$ cat src/rtl/sr_pq_ctrl_if.sv
// sr_pq_ctrl: shared key-value type and the controller's bus interface.
// Enqueue/dequeue handshakes plus the control lines to the shift-register PQ array.
package sr_pq_pkg;
  typedef struct packed {
    logic [7:0] key;
    logic [7:0] val;
  } kv_t;

  localparam kv_t KV_EMPTY = '{key: 8'hFF, val: 8'hFF};
endpackage

interface sr_pq_ctrl_if #(
  parameter int DEPTH = 8,
  parameter int NREQ  = 4
);
  import sr_pq_pkg::*;

  localparam int CW = $clog2(DEPTH + 1);

  logic                flush;
  logic [NREQ-1:0]     enq_valid;
  kv_t  [NREQ-1:0]     enq_kv;
  logic [NREQ-1:0]     enq_ready;
  logic                deq_valid;
  logic                deq_ready;
  kv_t                 deq_kv;
  kv_t                 pq_head;
  logic                pq_rst;
  logic                pq_enq;
  logic                pq_deq;
  logic                pq_replace;
  kv_t                 pq_kvi;
  logic [CW-1:0]       count;
  logic                full;
  logic                empty;

  modport slave (
    input  flush, enq_valid, enq_kv, deq_ready, pq_head,
    output enq_ready, deq_valid, deq_kv, pq_rst, pq_enq,
           pq_deq, pq_replace, pq_kvi, count, full, empty
  );

  modport master (
    output flush, enq_valid, enq_kv, deq_ready, pq_head,
    input  enq_ready, deq_valid, deq_kv, pq_rst, pq_enq,
           pq_deq, pq_replace, pq_kvi, count, full, empty
  );
endinterface

$ cat src/rtl/sr_pq_ctrl.sv
// sr_pq_ctrl: round-robin enqueue arbiter and occupancy tracker
// driving the strobes of an attached shift-register priority queue.
module sr_pq_ctrl
  import sr_pq_pkg::*;
#(
  parameter int DEPTH = 8,
  parameter int NREQ  = 4
) (
  input  logic         clk,
  input  logic         rst,
  sr_pq_ctrl_if.slave  pq_if
);

  localparam int CW = $clog2(DEPTH + 1);
  localparam int PW = $clog2(NREQ);

  logic [CW-1:0]   count_q, count_d;
  logic [PW-1:0]   rr_ptr_q, rr_ptr_d;
  logic            full_w, empty_w;
  logic            deq_xfer, enq_xfer, grant_ok;
  logic [NREQ-1:0] gnt;
  logic [PW-1:0]   gidx;
  logic [PW-1:0]   jx;
  int              j;

  assign full_w  = !rst && (count_q == CW'(DEPTH));
  assign empty_w = rst || (count_q == '0);

  assign deq_xfer = !rst && !pq_if.flush && !empty_w
                 && pq_if.deq_ready;
  assign grant_ok = !rst && !pq_if.flush
                 && (!full_w || deq_xfer);

  // round-robin search starting at rr_ptr, first valid requester wins
  always_comb begin
    gnt      = '0;
    gidx     = '0;
    enq_xfer = 1'b0;
    j        = 0;
    jx       = '0;
    for (int i = 0; i < NREQ; i++) begin
      j = int'(rr_ptr_q) + i;
      if (j >= NREQ) j = j - NREQ;
      jx = PW'(j);
      if (grant_ok && !enq_xfer && pq_if.enq_valid[jx]) begin
        enq_xfer = 1'b1;
        gidx     = jx;
        gnt[jx]  = 1'b1;
      end
    end
  end

  assign pq_if.enq_ready  = gnt;
  assign pq_if.pq_rst     = rst || pq_if.flush;
  assign pq_if.pq_enq     = enq_xfer && !deq_xfer;
  assign pq_if.pq_deq     = deq_xfer && !enq_xfer;
  assign pq_if.pq_replace = enq_xfer && deq_xfer;
  assign pq_if.pq_kvi     = enq_xfer ? pq_if.enq_kv[gidx]
                                     : KV_EMPTY;
  assign pq_if.deq_valid  = !empty_w;
  assign pq_if.deq_kv     = pq_if.pq_head;
  assign pq_if.count      = rst ? '0 : count_q;
  assign pq_if.full       = full_w;
  assign pq_if.empty      = empty_w;

  // next occupancy and round-robin pointer
  always_comb begin
    count_d  = count_q;
    rr_ptr_d = rr_ptr_q;
    if (enq_xfer && !deq_xfer)
      count_d = count_q + CW'(1);
    else if (deq_xfer && !enq_xfer)
      count_d = count_q - CW'(1);
    if (enq_xfer)
      rr_ptr_d = (gidx == PW'(NREQ - 1)) ? '0
                                         : gidx + PW'(1);
    if (pq_if.flush)
      count_d = '0;
  end

  // state registers, synchronous reset
  always_ff @(posedge clk) begin
    if (rst) begin
      count_q  <= '0;
      rr_ptr_q <= '0;
    end else begin
      count_q  <= count_d;
      rr_ptr_q <= rr_ptr_d;
    end
  end

  a_cnt_max: assert property (
    @(posedge clk) disable iff (rst) count_q <= CW'(DEPTH));
  a_no_ovf: assert property (
    @(posedge clk) disable iff (rst) !(pq_if.pq_enq && full_w));
  a_no_udf: assert property (
    @(posedge clk) disable iff (rst) !(pq_if.pq_deq && empty_w));

endmodule

$ cat src/flat_wrapper.sv
// flat-port wrapper written by rule: the top's interface ports become plain ports
module sr_pq_ctrl_flat import sr_pq_pkg::*;
#(
  parameter int DEPTH = 8,
  parameter int NREQ  = 4
)
  (clk, rst, pq_if_flush, pq_if_enq_valid, pq_if_enq_kv, pq_if_deq_ready, pq_if_pq_head, pq_if_enq_ready, pq_if_deq_valid, pq_if_deq_kv, pq_if_pq_rst, pq_if_pq_enq, pq_if_pq_deq, pq_if_pq_replace, pq_if_pq_kvi, pq_if_count, pq_if_full, pq_if_empty);
  sr_pq_ctrl_if #(.DEPTH(DEPTH), .NREQ(NREQ)) pq_if_i ();
  input  logic clk;
  input  logic rst;
  input wire logic [$bits(pq_if_i.flush)-1:0] pq_if_flush;
  input wire logic [$bits(pq_if_i.enq_valid)-1:0] pq_if_enq_valid;
  input wire logic [$bits(pq_if_i.enq_kv)-1:0] pq_if_enq_kv;
  input wire logic [$bits(pq_if_i.deq_ready)-1:0] pq_if_deq_ready;
  input wire logic [$bits(pq_if_i.pq_head)-1:0] pq_if_pq_head;
  output wire logic [$bits(pq_if_i.enq_ready)-1:0] pq_if_enq_ready;
  output wire logic [$bits(pq_if_i.deq_valid)-1:0] pq_if_deq_valid;
  output wire logic [$bits(pq_if_i.deq_kv)-1:0] pq_if_deq_kv;
  output wire logic [$bits(pq_if_i.pq_rst)-1:0] pq_if_pq_rst;
  output wire logic [$bits(pq_if_i.pq_enq)-1:0] pq_if_pq_enq;
  output wire logic [$bits(pq_if_i.pq_deq)-1:0] pq_if_pq_deq;
  output wire logic [$bits(pq_if_i.pq_replace)-1:0] pq_if_pq_replace;
  output wire logic [$bits(pq_if_i.pq_kvi)-1:0] pq_if_pq_kvi;
  output wire logic [$bits(pq_if_i.count)-1:0] pq_if_count;
  output wire logic [$bits(pq_if_i.full)-1:0] pq_if_full;
  output wire logic [$bits(pq_if_i.empty)-1:0] pq_if_empty;
  assign pq_if_i.flush = pq_if_flush;
  assign pq_if_i.enq_valid = pq_if_enq_valid;
  assign pq_if_i.enq_kv = pq_if_enq_kv;
  assign pq_if_i.deq_ready = pq_if_deq_ready;
  assign pq_if_i.pq_head = pq_if_pq_head;
  assign pq_if_enq_ready = pq_if_i.enq_ready;
  assign pq_if_deq_valid = pq_if_i.deq_valid;
  assign pq_if_deq_kv = pq_if_i.deq_kv;
  assign pq_if_pq_rst = pq_if_i.pq_rst;
  assign pq_if_pq_enq = pq_if_i.pq_enq;
  assign pq_if_pq_deq = pq_if_i.pq_deq;
  assign pq_if_pq_replace = pq_if_i.pq_replace;
  assign pq_if_pq_kvi = pq_if_i.pq_kvi;
  assign pq_if_count = pq_if_i.count;
  assign pq_if_full = pq_if_i.full;
  assign pq_if_empty = pq_if_i.empty;
  sr_pq_ctrl #(.DEPTH(DEPTH), .NREQ(NREQ)) u_core (.clk(clk), .rst(rst), .pq_if(pq_if_i));
endmodule
$ cat config.mk
export PLATFORM = sky130hd
export DESIGN_NAME = sr_pq_ctrl_flat
export DESIGN_NICKNAME = d
export VERILOG_FILES = /design/src/rtl/sr_pq_ctrl_if.sv /design/src/rtl/sr_pq_ctrl.sv /design/src/flat_wrapper.sv
export SDC_FILE = /design/constraint.sdc
export NUM_CORES = 1
export LEC_CHECK = 0
export ABC_AREA = 1
export CAP_MARGIN = 20
export CORE_MARGIN = 8
export CORE_UTILIZATION = 36
export CTS_BUF_LIST = sky130_fd_sc_hd__clkbuf_8 sky130_fd_sc_hd__clkbuf_16
export CTS_CLUSTER_DIAMETER = 100
export DETAILED_ROUTE_END_ITERATION = 6
export PLACE_DENSITY = 0.83
export SLEW_MARGIN = 10
export SYNTH_ARGS = -nofsm -noshare
export SYNTH_HDL_FRONTEND = slang
export SYNTH_SLANG_ARGS = --single-unit
export TNS_END_PERCENT = 100
$ cat constraint.sdc
create_clock -name clk -period 4.1 [get_ports clk]
set_input_delay 0.82 -clock clk [delete_from_list [all_inputs] [get_ports clk]]
set_output_delay 0.82 -clock clk [all_outputs]
set_load 0.01 [all_outputs]
==> reports/qor.csv, run 1 <==
stage,metric,value,unit
status,status,completed,
sta,fmaxAchievable,255,MHz
yosys,synthesis.area,0.00192,sq mm
clocking,path_clk_slew,0.03,ns
critical_path,critPathLaunchType,input port,
die,io_pins,135,
pwr,total_power,1.64,mW
sta,fin_worst_skew,0.00863,ns
cells_and_area,nets,521,
route,final_antenna_net_count,0,
cells_and_area,utilization,58.4,%
cells_and_area,drive_gt1_share,13.1,%
die,dieArea,0.00792,sq mm
critical_path,end_kind,primary output,
place,port_buffers,102,
pwr,p_int,0.775,mW
yosys,ys.flop_type,dfxtp_1,
pwr,switching_power,0.861,mW
pwr,clockPowerShare,5.5,%
grt,grt_usage,16.0,%
yosys,ys_async_sr_fraction,0,%
yosys,yosys_warnings,0,
critical_path,crit_required,3.28,ns
pwr,leakagePower,1.54,nW
route,drt_iter0_drc,131,
pwr,power_frac_seq,6.5,%
sta,final.period_utilization,95.5,%
cells_and_area,syn2layout_area_growth,56.4,%
die,die_x,89.0,um
route,num_vias,2404,
clocking,clk_latency,0.22,ns
clocking,cts_setup_buffers,0,
place,gp_congestion,0.907,
critical_path,worst-endpoint-arrival,3.09,ns
die,core_area,0.00514,sq mm
yosys,synth_area_per_cell,5.82,sq um
clocking,numClockSinks,6,
sta,final.setup.tns,0,ns
critical_path,crit_top_cell,nand3_1,
pwr,p_sw_share,52.6,%
die,start_util,37.3,%
sta,hold_violations,0,
sta,drv_slew,0,
clocking,cts_root_buf,clkbuf_8,
route,routedWlPerCell,14.0,um
route,drc,0,
die,core.rowCount,26,
route,top_layer_used,met4,
cells_and_area,stdcell_area,0.00300,sq mm
yosys,synth_seq_area_share,6.26,%
route,routedLengthMet1,2660,um
pwr,pwr-share-comb,88.0,%
grt,grt_max_degree,22,
place,dp_hpwl,5560,um
sta,rsz0062_at_grt,no,
route,drtPass1Iterations,4,
sta,tightest_slew,0.349,ns
pwr,ir_drop,426,uV
critical_path,path_cells,clkdlybuf4s50_1 > nand2_1 > nand3_1 > nand2_2 > nand2_2 > clkinv_2 > nand4_2 > nor2_2 > buf_4 > a21oi_4 > buf_12 > nand3_1 > nand3_1 > clkdlybuf4s50_1,
yosys,synth.distinct_cells,30,
critical_path,path_max_fanout,18,
route,wl_met3,585,um
clocking,cts_buffers,3,
grt,grt_pass1_wl,10500,um
job,drv_cap,0,
cells_and_area,n_antenna_cell,0,
hold_path,hold_path.class,flip-flop to flip-flop,
sta,slew_headroom,76.7,%
yosys,syn_inst,330,
pwr,powerDensity,545,mW/mm^2
route,drt_wl_total,6870,um
sta,min_period,3.91,ns
route,dr_wl_met2,3450,um
critical_path,worst_path_max_delay_cell,clkdlybuf4s50_1,
die,dieHeight,89.0,um
clocking,cts_tree,yes,
yosys,synthesis.nets,428,
clocking,htreeDepth,1,
critical_path,slowest_delay,0.55,ns
yosys,synth_edf_count,0,
sta,setup_viol,0,
critical_path,path_class,input port to primary output,
clocking,clk_path_buf_depth,2,
grt,grt_pass1_vias,2399,
grt,grt-ovfl-total,0,
grt,antenna_found_initial,0,
yosys,yosys_register_bits,6,
route,via_per_inst,4.90,
place,placed_area,0.00294,sq mm
routing by layer:
metal,vias up,track usage (%)
met3,20,4.23
met1,1094,17.4
met5,-,0
met4,0,5.29
met2,89,29.2
li1,1201,-
power groups by stage:
stage	registers, mW	logic (mW)	clock network [mW]
2_1_floorplan	0.0988	0.912	0
3_3_place_gp	0.106	1.41	0
3_5_place_dp	0.107	1.44	0
4_1_cts	0.106	1.45	0.0909
5_1_grt	0.109	1.58	0.0947
6_report	0.107	1.44	0.0893
sequential cells by signal, summed over array words and instances (netlist names):
name / cells
u_core.count_q: 4
u_core.rr_ptr_q: 2
logic make-up after synthesis:
kind of cell             Yosys count  share of synthesized area [%]
adder cells (fa/ha/maj)           10                           6.91
buffers and inverters            106                           26.1
flip-flops                         6                           6.26
XOR/XNOR                           1                          0.456
AND/OR/NAND/NOR                  190                           54.2
AO/OA/AOI/OAI                     17                           6.06
Yosys cell counts, types with 4 or more instances:
master     instances  share of area, %
a21oi_1            6               1.6
ha_1               9               5.9
nand3_1           62                16
buf_2              8               2.1
inv_1             71                14
nand3b_1          16               6.3
nand2_2            6               2.0
nor2_1            10               2.0
o2111ai_1          4               1.8
nand3_2           15               7.8
nand2_1           71                14
o21ai_0            4               1.0
buf_4             19               7.4
dfxtp_1            6               6.3
cell usage in the layout, fill, tap and decap left out, drive strengths merged:
cell	instances
dlygate4sd2	1
ha	9
clkinv	3
clkdlybuf4s50	95
dfxtp	6
xor2	1
a211oi	2
clkbuf	3
a21oi	7
buf	15
dlymetal6s2s	6
nor2	15
nand4	2
fa	1
o2111ai	4
nand3b	16
nand3	78
o21ai	4
nand2	79
inv	74
worst paths after layout:
path | depth (start not counted) | slack [ns] | to | start
max | 14 | 0.19 | pq_if_pq_kvi[2] | pq_if_enq_valid[3]
min | 2 | 0.55 | u_core.count_q[3] | u_core.count_q[3]
max reg2reg | 22 | 0.45 | u_core.count_q[3] | u_core.rr_ptr_q[0]
min reg2reg | 2 | 0.55 | u_core.count_q[3] | u_core.count_q[3]
area by class of cell:
| class | instances | area, sq um |
|---|---|---|
| tap | 70 | 87.6 |
| clock buffer | 3 | 41.3 |
| sequential | 6 | 120 |
| fill | 504 | 2140 |
| multi-input combinational | 218 | 1300 |
| inverter | 77 | 292 |
| timing repair buffer | 117 | 1160 |
through the flow:
step | setup WS (ns) | hold WS (ns) | std cells
2_1_floorplan | 0.519 | 0.490 | 330
3_3_place_gp | 0.0297 | 0.535 | 488
3_5_place_dp | -0.0223 | 0.549 | 488
4_1_cts | 0.0862 | 0.555 | 491
5_1_grt | 0.0324 | 0.578 | 491
6_report | 0.185 | 0.546 | 491
critical path, delay by kind of cell:
kind,cells,cell delay [ns]
and+or+nand+nor,8,0.70
AOI/OAI and AO/OA,1,0.12
buffers and inverters,5,1.44
repair_timing:
item                                    CTS  global route
resized for setup                         1             7
endpoints found under the setup margin   15            12
pin swaps                                 0             0
hold buffers                              0             0
Power figures use the tool's default switching activity.
==> inputs of run 2 (changes only) <==
--- a/config.mk
+++ b/config.mk
@@ -5,14 +5,14 @@
 export SDC_FILE = /design/constraint.sdc
 export NUM_CORES = 1
 export LEC_CHECK = 0
-export ABC_AREA = 1
+export ABC_AREA = 0
 export CAP_MARGIN = 20
 export CORE_MARGIN = 8
-export CORE_UTILIZATION = 36
+export CORE_UTILIZATION = 31
 export CTS_BUF_LIST = sky130_fd_sc_hd__clkbuf_8 sky130_fd_sc_hd__clkbuf_16
 export CTS_CLUSTER_DIAMETER = 100
 export DETAILED_ROUTE_END_ITERATION = 6
-export PLACE_DENSITY = 0.83
+export PLACE_DENSITY = 0.82
 export SLEW_MARGIN = 10
 export SYNTH_ARGS = -nofsm -noshare
 export SYNTH_HDL_FRONTEND = slang
==> run 2 against run 1 <==
Wire length down 24%. Clock skew down 0.0077 ns. Final cell count down 34%. Worst setup slack worse by 0.044 ns. Non-clock buffer count up 15. Clock power down 0.8%. Synthesized area down 26%. Utilization up 1.4 points. Hold slack worse by 0.020 ns. Largest power group unchanged.
==> reports/qor.csv, run 2 <==
stage,metric,value,unit,change
cells_and_area,n_antenna_cell,0,,unchanged
critical_path,slowest_delay,0.53,ns,-0.02 ns
cells_and_area,drive_gt1_share,22.3,%,+9.3 points
yosys,synth.distinct_cells,37,,+23%
yosys,ys.flop_type,dfxtp_1,,
route,final_antenna_net_count,0,,unchanged
critical_path,worst-endpoint-arrival,3.14,ns,+0.05 ns
grt,grt_pass1_wl,8640,um,-18%
sta,final.period_utilization,96.5,%,+1.1 points
status,status,completed,,
critical_path,critPathLaunchType,input port,,
route,via_per_inst,5.12,,+4.6%
critical_path,reg2reg_depth,13,,-41%
yosys,synthesis.area,0.00143,sq mm,-26%
route,routedWlPerCell,16.2,um,+16%
critical_path,crit_required,3.28,ns,about the same
yosys,synthesis.nets,259,,-39%
yosys,yosys_register_bits,6,,unchanged
grt,antenna_found_initial,0,,unchanged
sta,slew_headroom,59.2,%,-18 points
clocking,cts_buffers,3,,unchanged
hold_path,hold_path.class,flip-flop to flip-flop,,
critical_path,rrSetupSlack,1.23,ns,+0.78 ns
yosys,ys_async_sr_fraction,0,%,unchanged
die,start_util,32.6,%,-4.8 points
cells_and_area,largest_reg_flops,4,,unchanged
die,core.rowCount,24,,-7.7%
yosys,synth_largest_area_cell,mux2i_1,,
die,io_pins,135,,unchanged
yosys,synth_seq_area_share,8.41,%,+2.1 points
die,die_x,83.9,um,-5.8%
critical_path,path_max_fanout,7,,-11
grt,grt_max_degree,20,,-9.1%
sta,hold_violations,0,,unchanged
cells_and_area,final_common_cell,clkdlybuf4s50_1,,
pwr,ir_drop,152,uV,-64%
clocking,cts_root_buf,clkbuf_8,,
yosys,synth.most_common_cell,mux2i_1,,
clocking,clk_path_buf_depth,2,,unchanged
clocking,clk_latency,0.22,ns,about the same
critical_path,end_kind,primary output,,
sta,drv_slew,0,,unchanged
route,num_vias,1664,,-31%
grt,grt_pass1_vias,1866,,-22%
yosys,synth_area_per_cell,8.87,sq um,+53%
sta,min_period,3.96,ns,+0.0435 ns
clocking,path_clk_slew,0.04,ns,about the same
yosys,syn_inst,161,,-51%
sta,tightest_slew,0.607,ns,+0.258 ns
grt,grt-ovfl-total,0,,unchanged
grt,grt_usage,14.3,%,-1.7 points
place,dp_hpwl,4520,um,-19%
route,drt_iter0_drc,43,,-67%
hold_path,holdPathStages,2,,unchanged
clocking,cts_tree,yes,,
sta,setup_viol,0,,unchanged
sta,final.setup.tns,0,ns,unchanged
pwr,leakagePower,1.03,nW,-34%
clocking,numClockSinks,6,,unchanged
clocking,htreeDepth,1,,unchanged
route,drc,0,,unchanged
die,core_area,0.00438,sq mm,-15%
sta,fin_worst_skew,0.000958,ns,-0.00767 ns
yosys,netlist_top_cells_area,"mux2i_1 25%, dfxtp_1 8.4%, a22oi_1 8.4%",,
critical_path,path_class,input port to primary output,,
yosys,yosys_warnings,0,,unchanged
die,dieArea,0.00704,sq mm,-11%
cells_and_area,nets,373,,-28%
place,gp_congestion,0.869,,-4.1%
job,drv_cap,0,,unchanged
cells_and_area,syn2layout_area_growth,83.5,%,
critical_path,worst_path_max_delay_cell,mux4_2,,
place,port_buffers,102,,unchanged
pwr,total_power,0.466,mW,-72%
yosys,synth_commonest_cells,"35 x mux2i_1, 16 x a22oi_1, 16 x buf_4",,
critical_path,path_cells,dlygate4sd2_1 > mux4_2 > a2111oi_4 > o211ai_1 > o21ai_4 > buf_6 > bufbuf_16 > mux2i_1 > a22oi_1 > buf_2,,
pwr,powerDensity,178,mW/mm^2,-67%
yosys,yosysTopAreaCellShare,24.5,%,+8.4 points
route,drtPass1Iterations,4,,unchanged
cells_and_area,biggestRegsByFlops,"u_core.count_q x4, u_core.rr_ptr_q x2",,
sta,fmaxAchievable,253,MHz,-1.1%
cells_and_area,layout_common_cells,"82 x clkdlybuf4s50_1, 33 x mux2i_1, 24 x buf_4",,
yosys,synth_edf_count,0,,unchanged
cells_and_area,largest_register,u_core.count_q,,
die,dieHeight,83.9,um,-5.8%
clocking,cts_hold_buf,0,,unchanged
route,drt_wl_total,5250,um,-24%
==> run 2: cell types whose count changed in the layout (fill, tap and decap cells not counted), moves of 7 or more <==
cell             change
a22oi_1             +16
buf_2                +8
mux2i_1             +33
nand2_1             -62
clkdlybuf4s50_1     -13
nand3_1             -61
inv_1               -63
nand3_2             -15
nand2_2              -7
nand3b_1            -16
buf_4               +10
==> run 2: what timing repair did <==
item | 4_1_cts | 5_1_grt
pin swaps | 3 | 2
setup buffers | 5 | 1
setup endpoints to repair | 17 | 20
gates cloned | 1 | 0
resized for setup | 60 | 7
==> run 2: routing by layer <==
layer / GRT usage [%] / routed length (um) / up-vias
li1: - / - / 817
met5: 0 / 0 / -
met2: 27.4 / 2950 / 58
met4: 5.02 / 143 / 0
met3: 4.10 / 328 / 14
met1: 14.1 / 1830 / 775
==> run 2: cells by family after synthesis <==
kind of cell / synth area share, %
adder cells (fa/ha/maj): 9.28
multiplexers: 30.8
AND/OR/NAND/NOR: 13.3
XOR/XNOR: 1.84
buffers and inverters: 15.1
flip-flops: 8.41
AO/OA/AOI/OAI: 21.2
==> run 2: critical path: cells and delay by family <==
kind	cells	cell delay (ns)
AO/OA/AOI/OAI	4	0.80
buffers and inverters	4	0.81
multiplexers	2	0.71
==> run 2: power breakdown <==
part / switching [mW] / internal, mW / leakage (nW) / total, mW
combinational: 0.126 / 0.185 / 0.955 / 0.312
clock: 0.0255 / 0.0631 / 0.0216 / 0.0886
sequential: 0.00334 / 0.0622 / 0.0490 / 0.0655
total: 0.155 / 0.311 / 1.03 / 0.466
==> run 2: area by class of cell <==
cell class	instances	area (sq um)
flip-flops and latches	6	120
fillers	400	1760
well taps	52	65.1
repair buffers	132	1260
clock buffers	3	41.3
multi-input cells	124	1100
inverters	8	30.0
==> run 2: per-stage QoR <==
stage,instance area [sq um],hold slack (ns),utilization (%),cells,setup slack [ns]
6_report,2620,0.527,59.8,325,0.142
5_1_grt,2620,0.566,59.8,325,-0.00665
4_1_cts,2610,0.535,59.6,324,-0.0245
3_5_place_dp,2530,0.529,57.6,315,-0.427
3_3_place_gp,2530,0.510,57.6,315,-0.276
2_1_floorplan,1430,0.483,-,161,0.577
==> run 2: worst paths after layout <==
kind	start	to
worst max-delay path	pq_if_enq_valid[3]	pq_if_pq_kvi[11]
worst min-delay path	u_core.count_q[3]	u_core.count_q[3]
worst max register to register	u_core.count_q[0]	u_core.count_q[3]
worst min register to register	u_core.count_q[3]	u_core.count_q[3]
